[src/rtl/fir_axis_src_if.sv]
// AXI4-Stream link between fir_axis_src (master) and the FIR chain input (slave).
interface fir_axis_src_if #(
    parameter int DATA_WIDTH = 16
);
    logic [DATA_WIDTH-1:0] TDATA;
    logic                  TLAST;
    logic                  TVALID;
    logic                  TREADY;

    modport master (output TDATA, output TLAST, output TVALID, input TREADY);
    modport slave  (input TDATA, input TLAST, input TVALID, output TREADY);
endinterface

[src/rtl/fir_axis_src.sv]
// Deterministic AXI4-Stream packet source: ramp samples by default, 16-bit LFSR
// samples when FIR_SRC_LFSR_EN is defined (DATA_WIDTH must then be 16).
module fir_axis_src #(
    parameter int DATA_WIDTH     = 16,
    parameter int NUM_OF_SAMPLES = 2000,
    parameter int IDLE_CYCLES    = 4
) (
    input  logic                  CLK,
    input  logic                  RESET,
    input  logic                  START,
    input  logic [15:0]           PKT_COUNT,
    input  logic [DATA_WIDTH-1:0] SEED,
    output logic                  BUSY,
    output logic                  DONE,
    fir_axis_src_if.master        M_AXIS
);
    localparam int BW = $clog2(NUM_OF_SAMPLES + 1);
    localparam int GW = $clog2(IDLE_CYCLES + 2);
    localparam logic FIRST_LAST = (NUM_OF_SAMPLES == 1);

    typedef enum logic [1:0] {
        S_IDLE,
        S_SEND,
        S_GAP,
        S_FINISH
    } state_t;

    state_t                state_q;
    logic [BW-1:0]         beat_q;
    logic [15:0]           pkt_q;
    logic [15:0]           pkt_cnt_q;
    logic [GW-1:0]         gap_q;
    logic [DATA_WIDTH-1:0] tdata_q;
    logic                  tlast_q;
    logic                  tvalid_q;
    logic                  busy_q;
    logic                  done_q;

    logic [DATA_WIDTH-1:0] sample_d;
    logic [DATA_WIDTH-1:0] seed_d;
    logic                  hs;
    logic                  more_pkts;

`ifdef FIR_SRC_LFSR_EN
    // Right-shifting Fibonacci form of x^16+x^14+x^13+x^11+1; zero would lock up.
    logic fb;
    always_comb begin
        fb       = tdata_q[0] ^ tdata_q[2] ^ tdata_q[3] ^ tdata_q[5];
        sample_d = {fb, tdata_q[DATA_WIDTH-1:1]};
        seed_d   = (SEED == '0) ? DATA_WIDTH'(16'hACE1) : SEED;
    end
`else
    always_comb begin
        sample_d = tdata_q + DATA_WIDTH'(1);
        seed_d   = SEED;
    end
`endif

    assign hs        = tvalid_q & M_AXIS.TREADY;
    assign more_pkts = (pkt_q + 16'd1) != pkt_cnt_q;

    always_ff @(posedge CLK) begin
        if (RESET) begin
            state_q   <= S_IDLE;
            beat_q    <= '0;
            pkt_q     <= '0;
            pkt_cnt_q <= '0;
            gap_q     <= '0;
            tdata_q   <= '0;
            tlast_q   <= 1'b0;
            tvalid_q  <= 1'b0;
            busy_q    <= 1'b0;
            done_q    <= 1'b0;
        end else begin
            case (state_q)
                S_IDLE: begin
                    done_q <= 1'b0;
                    if (START) begin
                        busy_q <= 1'b1;
                        if (PKT_COUNT != 16'd0) begin
                            pkt_cnt_q <= PKT_COUNT;
                            pkt_q     <= '0;
                            beat_q    <= '0;
                            tdata_q   <= seed_d;
                            tlast_q   <= FIRST_LAST;
                            tvalid_q  <= 1'b1;
                            state_q   <= S_SEND;
                        end else begin
                            state_q   <= S_FINISH;
                        end
                    end
                end
                S_SEND: begin
                    if (hs) begin
                        tdata_q <= sample_d;
                        if (tlast_q) begin
                            beat_q  <= '0;
                            if (more_pkts) begin
                                pkt_q   <= pkt_q + 16'd1;
                                tlast_q <= FIRST_LAST;
                                if (IDLE_CYCLES != 0) begin
                                    tvalid_q <= 1'b0;
                                    gap_q    <= GW'(IDLE_CYCLES - 1);
                                    state_q  <= S_GAP;
                                end
                            end else begin
                                tvalid_q <= 1'b0;
                                tlast_q  <= 1'b0;
                                done_q   <= 1'b1;
                                state_q  <= S_FINISH;
                            end
                        end else begin
                            beat_q  <= beat_q + BW'(1);
                            tlast_q <= (beat_q + BW'(1)) == BW'(NUM_OF_SAMPLES - 1);
                        end
                    end
                end
                S_GAP: begin
                    if (gap_q == '0) begin
                        tvalid_q <= 1'b1;
                        state_q  <= S_SEND;
                    end else begin
                        gap_q <= gap_q - GW'(1);
                    end
                end
                S_FINISH: begin
                    // Entered with DONE already set after a real run; an empty run sets it here.
                    if (done_q) begin
                        done_q  <= 1'b0;
                        busy_q  <= 1'b0;
                        state_q <= S_IDLE;
                    end else begin
                        done_q <= 1'b1;
                    end
                end
                default: state_q <= S_IDLE;
            endcase
        end
    end

    assign M_AXIS.TDATA  = tdata_q;
    assign M_AXIS.TLAST  = tlast_q;
    assign M_AXIS.TVALID = tvalid_q;
    assign BUSY          = busy_q;
    assign DONE          = done_q;
endmodule

[src/flat_wrapper.sv]
// flat-port wrapper written by rule: the top's interface ports become plain ports
module fir_axis_src_flat 
#(
    parameter int DATA_WIDTH     = 16,
    parameter int NUM_OF_SAMPLES = 2000,
    parameter int IDLE_CYCLES    = 4
)
  (CLK, RESET, START, PKT_COUNT, SEED, BUSY, DONE, M_AXIS_TDATA, M_AXIS_TLAST, M_AXIS_TVALID, M_AXIS_TREADY);
  fir_axis_src_if #(.DATA_WIDTH(DATA_WIDTH)) M_AXIS_i ();
  input  logic CLK;
  input  logic RESET;
  input  logic START;
  input  logic [15:0] PKT_COUNT;
  input  logic [DATA_WIDTH-1:0] SEED;
  output logic BUSY;
  output logic DONE;
  output wire logic [$bits(M_AXIS_i.TDATA)-1:0] M_AXIS_TDATA;
  output wire logic [$bits(M_AXIS_i.TLAST)-1:0] M_AXIS_TLAST;
  output wire logic [$bits(M_AXIS_i.TVALID)-1:0] M_AXIS_TVALID;
  input wire logic [$bits(M_AXIS_i.TREADY)-1:0] M_AXIS_TREADY;
  assign M_AXIS_TDATA = M_AXIS_i.TDATA;
  assign M_AXIS_TLAST = M_AXIS_i.TLAST;
  assign M_AXIS_TVALID = M_AXIS_i.TVALID;
  assign M_AXIS_i.TREADY = M_AXIS_TREADY;
  fir_axis_src #(.DATA_WIDTH(DATA_WIDTH), .NUM_OF_SAMPLES(NUM_OF_SAMPLES), .IDLE_CYCLES(IDLE_CYCLES)) u_core (.CLK(CLK), .RESET(RESET), .START(START), .PKT_COUNT(PKT_COUNT), .SEED(SEED), .BUSY(BUSY), .DONE(DONE), .M_AXIS(M_AXIS_i));
endmodule
[config.mk]
export PLATFORM = sky130hd
export DESIGN_NAME = fir_axis_src_flat
export DESIGN_NICKNAME = d
export VERILOG_FILES = /design/src/rtl/fir_axis_src_if.sv /design/src/rtl/fir_axis_src.sv /design/src/flat_wrapper.sv
export SDC_FILE = /design/constraint.sdc
export NUM_CORES = 1
export LEC_CHECK = 0
export BUFFER_PORTS_ARGS = -buffer_cell sky130_fd_sc_hd__buf_2
export CAP_MARGIN = 20
export CORE_MARGIN = 2
export CORE_UTILIZATION = 25
export CTS_BUF_LIST = sky130_fd_sc_hd__clkbuf_16
export CTS_CLUSTER_DIAMETER = 100
export DETAILED_ROUTE_END_ITERATION = 7
export MAX_ROUTING_LAYER = met4
export PLACE_DENSITY = 0.43
export SYNTH_ARGS = -nofsm -noshare
export SYNTH_HDL_FRONTEND = slang
export SYNTH_SLANG_ARGS = --single-unit
[constraint.sdc]
create_clock -name CLK -period 5.3 [get_ports CLK]
set_input_delay 0.795 -clock CLK [delete_from_list [all_inputs] [get_ports CLK]]
set_output_delay 0.795 -clock CLK [all_outputs]
set_load 0.1 [all_outputs]
======== Word level (Yosys, flattened, before mapping) ========
Cells that the tools add are included.
word-level totals
  flip-flop bits (word level) ............. 68
  input bits .............................. 36
  output and inout port bits .............. 20
  logic and storage cells ................. 92
operators by class
  $add $sub $neg .......................... 4
  equal/unequal tests ..................... 14
  multiplexer cells ....................... 47
  bitwise gates (word level) .............. 1
  reduce and logical (&&, ||, !) cells .... 16
operator list
  cell                   number
  $mux 16                8
  $pmux 16 s2            2
  $mux 11                4
  $add 16x1->16 const B  2
  $pmux 11 s2            1
  $mux 1                 16
  $ne 16x16->1           1
  $reduce_bool 16->1     1
  $mux 2                 6
  $mux 3                 4
  $ne 2x1->1 const B     6
  $reduce_and 6->1       2
  $add 11x1->11 const B  1
  $eq 11x11->1 const B   1
  $reduce_and 5->1       2
  $pmux 2 s4             1
  $reduce_and 4->1       2
  $ne 2x2->1 const B     3
  $pmux 1 s3             2
  $pmux 3 s2             1
  $reduce_and 3->1       2
  $reduce_bool 2->1      3
  $reduce_bool 3->1      2
  $eq 2x2->1 const B     2
  other kinds (6)        7

======== Longest topological paths before layout ========
Gate-level depths: netlist of the first run.
  depth after elaboration ................. 6
  depth in mapped cells ................... 10
  mapped depth without buffers ............ 9

======== Least setup slack after synthesis of the first run ========
Ideal clock, no wire load.
  kind .................................... register to register
  start point ............................. reg u_core.tdata_q[4] (netlist: u_core.M_AXIS.TDATA[4])
  end point ............................... reg u_core.tdata_q[15] (netlist: u_core.M_AXIS.TDATA[15])
  setup time .............................. 0.132 ns
  arrival time ............................ 2.606 ns
  data required time ...................... 5.168 ns
  setup slack ............................. 2.562 ns
  stages on the path, launching flop included .. 8
  buffers on the path ..................... 0
  clock period less this slack ............ 2.738 ns
  cells stage by stage .................... dfxtp_1 -> nand4_1 -> nor4_1 -> nand3_1 -> or2_2 -> a21o_1 -> nand2_1 -> a21oi_1
on the way
  word-level cells in the longest chain between the ends .. 3
RTL lines
  what                    line                text
  from (decl)             fir_axis_src.sv:33  logic [DATA_WIDTH-1:0] tdata_q;
  from (signal assigned)  fir_axis_src.sv:95  tdata_q <= sample_d;
  $add 16x1->16           fir_axis_src.sv:54  sample_d = tdata_q + DATA_WIDTH'(1);
  $mux 16                 fir_axis_src.sv:94  if (hs) begin
  $pmux 16 s2             fir_axis_src.sv:75  case (state_q)
No other way between the ends. The select of a mux whose other input is x is not followed.
A chain may end at the register's enable or synchronous reset.

======== Final worst setup path of the first run ========
  start point ............................. reg u_core.pkt_q[0]
  end point ............................... reg u_core.pkt_q[14]
on the way
  word-level cells in the longest chain between the ends .. 5
  elaborated cells on any way between the ends .. 8
  those cells by class .................... add/sub (1); eq/ne (2); mux (4); reduce/logical (1)
RTL lines
  what                                                                  line                                    text
  from (decl)                                                           fir_axis_src.sv:30                      logic [15:0] pkt_q;
  from (signal assigned)                                                fir_axis_src.sv:99                      pkt_q <= pkt_q + 16'd1;
  $add 16x1->16 (*)                                                     fir_axis_src.sv:60, fir_axis_src.sv:99
  parallel branches: the longest is 4 deep, another holds $ne 16x16->1  n/a
Every way passes the cells marked *. The select of a mux whose other input is x is not followed.

==> results of run 1 <==
per-stage QoR:
step / utilization [%] / instances
finish: 29.9 / 782
global placement: 28.2 / 767
CTS: 29.9 / 782
floorplan: - / 518
detailed placement: 28.2 / 767
global route: 29.9 / 782
metal layers:
metal | GRT usage, % | wire [um] | vias up
met1 | 17.5 | 5780 | 1852
met4 | 3.74 | 81 | 0
met3 | 3.17 | 521 | 4
li1 | - | - | 1979
met2 | 21.8 | 5310 | 81
met5 | - | 0 | -
flip-flops by register name (all words and copies together), names as in the netlist:
register	cells
u_core.BUSY	1
u_core.DONE	1
u_core.state_q	2
u_core.M_AXIS.TVALID	1
u_core.pkt_q	16
u_core.gap_q	3
u_core.M_AXIS.TLAST	1
u_core.beat_q	11
u_core.M_AXIS.TDATA	16
u_core.pkt_cnt_q	16
Yosys cell counts, types with 3 or more instances:
cell,n
nand2_1,43
nor3_1,13
dfxtp_1,68
nor4_1,11
or3_1,3
and2_1,3
o211ai_1,4
xor2_1,14
a221oi_1,4
nor2b_1,7
mux2i_1,19
nand4_1,8
nor2_1,57
o31ai_2,4
ha_1,10
nand2b_1,8
nand3_1,20
o21a_1,3
and3_1,9
buf_2,7
nand3b_1,10
o21ai_0,25
a311oi_1,3
xnor2_1,11
nor4b_1,3
o41a_1,3
o22ai_1,5
a21oi_1,34
a22oi_1,3
and4_1,3
or4_1,4
a211oi_1,8
inv_1,18
a21o_1,7
clkbuf_1,20
power by group through the flow:
stage	registers, uW	clock network (uW)	logic, uW
final	688	588	1170
after global routing	706	636	1270
after CTS	690	612	1180
after detailed placement	701	0	1170
after global placement	698	0	1160
after floorplan	1020	0	610
tightest hold or removal path, delay by kind of cell, from the launching register on:
family | cells | cell delay (ns)
AO/OA/AOI/OAI | 1 | 0.05
flip-flops | 1 | 0.32
AND/OR/NAND/NOR | 1 | 0.05
how the worst min path moves through the flow:
stage	start	endpoint	slack, ns	depth (start not counted)
2_1_floorplan	u_core.beat_q[10]$_SDFFE_PP0P_	u_core.beat_q[10]$_SDFFE_PP0P_	0.45	2
3_3_place_gp	u_core.beat_q[10]$_SDFFE_PP0P_	u_core.beat_q[10]$_SDFFE_PP0P_	0.46	2
3_5_place_dp	u_core.beat_q[10]$_SDFFE_PP0P_	u_core.beat_q[10]$_SDFFE_PP0P_	0.46	2
4_1_cts	u_core.beat_q[10]$_SDFFE_PP0P_	u_core.beat_q[10]$_SDFFE_PP0P_	0.47	2
5_1_grt	u_core.M_AXIS.TDATA[15]$_SDFFE_PP0P_	u_core.M_AXIS.TDATA[15]$_SDFFE_PP0P_	0.52	2
6_report	u_core.beat_q[10]$_SDFFE_PP0P_	u_core.beat_q[10]$_SDFFE_PP0P_	0.47	2
layout make-up:
class	instances	area (um2)
inverters	19	71.3
fillers	1805	11600
repair buffers	59	305
multi-input cells	401	2670
well taps	220	275
clock inverters	6	56.3
flip-flops and latches	68	1360
clock buffers	9	225
cell families after synthesis:
| logic type | Yosys count | share of synthesized area, % |
|---|---|---|
| buf+inv | 49 | 4.73 |
| simple gates | 217 | 28.4 |
| compound gates | 128 | 21.2 |
| xor+xnor | 26 | 5.71 |
| flops | 68 | 32.2 |
| fa+ha+maj | 10 | 2.96 |
| mux | 20 | 4.76 |
==> metrics.cfg, run 1 <==
[outcome]
status=completed

[worst_setup_path]
startpoint=u_core.pkt_q[0]$_SDFFE_PP0P_
crit_family=simple AND/OR/NAND/NOR gates
r2r-end=u_core.pkt_q[14]$_SDFFE_PP0P_
critPathMaxStageDelay_ns=0.63
cpMaxStageDelayCell=nor3_4
critPathKind=flip-flop to flip-flop
arrival_ns=3.47
cp-end-kind=flip-flop
r2r_cells=8
crit_path_end=u_core.pkt_q[14]$_SDFFE_PP0P_
crit_cells=8
rrSetupSlack_ns=2.05
rr_startpoint=u_core.pkt_q[0]$_SDFFE_PP0P_
worstPathMaxFanout=16
start_kind=flip-flop
path_cells=ha_1 -> nand3_1 -> or3_1 -> o31ai_2 -> nand4bb_2 -> nor3_4 -> nor2_1 -> a221o_1
cp_num_buf_inv=0
critPathRequiredTime_ns=5.52

[logic_synthesis]
synth_warnings=0
ys_seq_area_share_pct=32.2
synth_nets=564
ys_seq_elements=68
synth_area_leaders=dfxtp_1 (32%), nor2_1 (5.1%), mux2i_1 (4.5%), a21oi_1 (4.0%), nand2_1 (3.8%)
synth_async_sr_flop_share_pct=0
syn_avg_cell_area_um2=8.16
ys_types=71
synth.largest_area_cell=dfxtp_1
syn_area_um2=4230
synth_edf_count=0
syn_inst=518
synth_ff_type=dfxtp_1
synth_top_area_share_pct=32.2

[timing]
worst_pin_slew_ns=0.980
fmax_mhz=308
setup_slack_ns=2.05
period_share_pct=61.3
slew_headroom_pct=34.5
slew_viol_final=0
tns_ns=0
min_period_ns=3.25
hold_ws_ns=0.472
hold_viol=0
setup_viol=0
rsz0062_at_grt=false
fin_worst_skew_ns=0.00710

[routing]
wirelength_um=11700
antenna_left=0
first_iter_violations=212
drc_errors=0
avgViaCountPerCell=5.01
wl_per_cell_um=15.0
drtPass1Iterations=4
vias=3916

[placed_design]
place_area_um2=4680
gp_congestion=0.805
portBuffers=55
dp_worst_setup_slack_ns=1.93
post-dp-hpwl_um=8100

[pwr]
switching_share_pct=47.9
p_clk_share_pct=24.1
p_total_uw=2440
p_leak_uw=0.00196
pwr-share-seq_pct=28.2
p_per_area_nw_per_um2=492
p_int_uw=1270
power_switching_uw=1170
comb_power_share_pct=47.8
peakVddDrop_mv=0.273

[finish]
antenna_cells=0
finalInstanceArea_um2=4960
layout_common_cells=dfxtp_1 (68), nor2_1 (57), buf_2 (55)
synthToLayoutAreaGrowth_pct=17.3
final_nets=604
drive_gt1_share_pct=16.9
mostFrequentLayoutCell=dfxtp_1

[clocking]
cts_tree=built
hold_buffers=0
clkSlewWorstSetupHoldPaths_ns=0.05
cts-root-buf=clkbuf_16
clock-sinks=68
postCtsSetupBuffers=0
cts_max_path_buffers=2
cts-buffers-inserted=9
worstSkewPairLatency_ns=0.34
ctsResizeCount=0
htreeDepth=3

[floorplan]
coreArea_um2=16600
die_h_um=134
boundaryPins=56
dieArea_um2=18000
initial_core_util_pct=25.5
die_w_um=134
rows=47

[global_routing]
grtUsageTotal_pct=13.7
gr-total-overflow=0
grt_pass1_wl_um=19100
grt_pass1_vias=3682
grt_antenna_before_repair=0
grt_max_degree=66

[flow_run]
drv_cap=0

[hold_path]
hold_path.class=flip-flop to flip-flop

Note: power is estimated with default switching activity, not from simulation.
==> inputs of run 2 (changes only) <==
Clock period 5.3 ns to 3.3 ns, I/O delays scaled along.
==> metrics.cfg, run 2 (synthesized netlist as in run 1, its figures left out) <==
[worst_setup_path]
cp-end-kind=flip-flop
startpoint=u_core.pkt_q[0]$_SDFFE_PP0P_
rr_startpoint=u_core.pkt_q[0]$_SDFFE_PP0P_
critPathRequiredTime_ns=3.53  ; -1.99 ns
r2r_cells=9  ; +1
worstPathMaxFanout=10  ; -6
path_cells=ha_1 -> nand3_1 -> or3_1 -> o31ai_2 -> nand4bb_2 -> nor3_4 -> buf_4 -> nor3_1 -> a211o_1
r2r-end=u_core.pkt_q[10]$_SDFFE_PP0P_
arrival_ns=3.29  ; -0.18 ns
cpMaxStageDelayCell=nor3_4
critPathKind=flip-flop to flip-flop
cp_num_buf_inv=1  ; +1
critPathMaxStageDelay_ns=0.45  ; -0.18 ns
start_kind=flip-flop
crit_family=simple AND/OR/NAND/NOR gates
rrSetupSlack_ns=0.24  ; -1.81 ns

[hold_path]
worst_hold_path.endpoint=u_core.pkt_cnt_q[3]$_SDFFE_PP0P_
hold_path_depth=3  ; +1
min_from=PKT_COUNT[3]
hold_path.class=input port to flip-flop

[global_routing]
gr-total-overflow=0  ; unchanged
grt_pass1_vias=3751  ; +1.9%
grtUsageTotal_pct=13.6  ; -0.10 points
grt_antenna_before_repair=0  ; unchanged
grt_max_degree=53  ; -20%
grt_pass1_wl_um=19000  ; -0.79%

[finish]
drive_gt1_share_pct=18.4  ; +1.5 points
synthToLayoutAreaGrowth_pct=18.5
multi_input_area_um2=2670  ; unchanged
stdcell_count=791  ; +1.2%
layout_common_cells=dfxtp_1 (68), nor2_1 (57), buf_2 (55)
final_nets=612  ; +1.3%
n_fill_cell=1816  ; +0.61%
ff_latch_area_um2=1360  ; unchanged
antenna_cells=0  ; unchanged
mostFrequentLayoutCell=dfxtp_1

[clocking]
cts-buffers-inserted=9  ; unchanged
cts_max_path_buffers=2  ; unchanged
htreeDepth=3  ; unchanged
cts_tree=built
postCtsSetupBuffers=0  ; unchanged
clock-sinks=68  ; unchanged
cts-root-buf=clkbuf_16
hold_buffers=0  ; unchanged
ctsResizeCount=0  ; unchanged
worstSkewPairLatency_ns=0.34  ; about the same
clkSlewWorstSetupHoldPaths_ns=0.06  ; about the same

[routing]
avgViaCountPerCell=4.94  ; -1.3%
first_iter_violations=226  ; +6.6%
antenna_left=0  ; unchanged
wirelength_um=11700  ; -0.22%
wl_per_cell_um=14.8  ; -1.4%
vias=3908  ; -0.20%
drc_errors=0  ; unchanged
drtPass1Iterations=5  ; +1

[flow_run]
drv_cap=0  ; unchanged

[floorplan]
coreArea_um2=16600  ; unchanged
rows=47  ; unchanged
dieArea_um2=18000  ; unchanged
boundaryPins=56  ; unchanged
die_h_um=134  ; unchanged
die_w_um=134  ; unchanged
initial_core_util_pct=25.5  ; unchanged

[timing]
fmax_mhz=327  ; +6.1%
worst_pin_slew_ns=0.599  ; -0.381 ns
tns_ns=0  ; unchanged
fin_worst_skew_ns=0.00358  ; -0.00352 ns
slew_viol_final=0  ; unchanged
rsz0062_at_grt=false
period_share_pct=92.8  ; +31 points
hold_viol=0  ; unchanged
hold_ws_ns=0.401  ; -0.0708 ns
slew_headroom_pct=60.1  ; +26 points
min_period_ns=3.06  ; -0.187 ns
setup_viol=0  ; unchanged

[placed_design]
dp.cells=775  ; +1.0%
post-dp-hpwl_um=8340  ; +3.0%
gp_congestion=0.858  ; +6.6%
portBuffers=55  ; unchanged

[pwr]
p_leak_uw=0.00199  ; +1.6%
p_total_uw=3890  ; +60%
peakVddDrop_mv=0.357  ; +31%
p_per_area_nw_per_um2=778  ; +58%

[outcome]
status=completed

==> run 2: worst max-delay path by stage <==
stage | end | slack, ns | depth (start not counted)
2_1_floorplan | u_core.M_AXIS.TDATA[15]$_SDFFE_PP0P_ | 0.56 | 7
3_3_place_gp | u_core.pkt_q[10]$_SDFFE_PP0P_ | 0.32 | 9
3_5_place_dp | u_core.pkt_q[10]$_SDFFE_PP0P_ | 0.26 | 9
4_1_cts | u_core.pkt_q[10]$_SDFFE_PP0P_ | 0.25 | 9
5_1_grt | u_core.pkt_q[10]$_SDFFE_PP0P_ | 0.04 | 9
6_report | u_core.pkt_q[10]$_SDFFE_PP0P_ | 0.24 | 9
==> run 2: power by group <==
| part | total (uW) | switching [uW] | internal, uW |
|---|---|---|---|
| Sequential | 1100 | 140 | 959 |
| Combinational | 1910 | 1380 | 535 |
| Clock | 883 | 379 | 504 |
==> run 2: tightest hold or removal path, cell delays in order <==
cell     delay [ns]
buf_2          0.09
mux2i_1        0.05
nor2_1         0.07
==> run 2: layout make-up <==
class,count,share of cell area (%)
multi-input combinational,401,53.2
sequential,68,27.2
timing repair buffer,67,7.29
tap,220,5.50
clock buffer,9,4.50
inverter,19,1.42
clock inverter,7,0.874
==> run 2: metrics by stage <==
step                      cell area, um2  utilization [%]  setup slack (ns)
after floorplan                     4230                -             0.562
after global routing                5010             30.2            0.0369
after detailed placement            4740             28.6             0.262
after CTS                           5010             30.2             0.246
after global placement              4740             28.6             0.316
final                               5010             30.2             0.239
==> run 2: layer usage <==
layer  part of all wire (%)  vias up  track usage, %
met4                    1.2        0            4.68
met3                    5.1       11            3.48
met2                     48       86            22.5
met5                      0        -               -
met1                     45     1817            16.1
li1                       -     1994               -
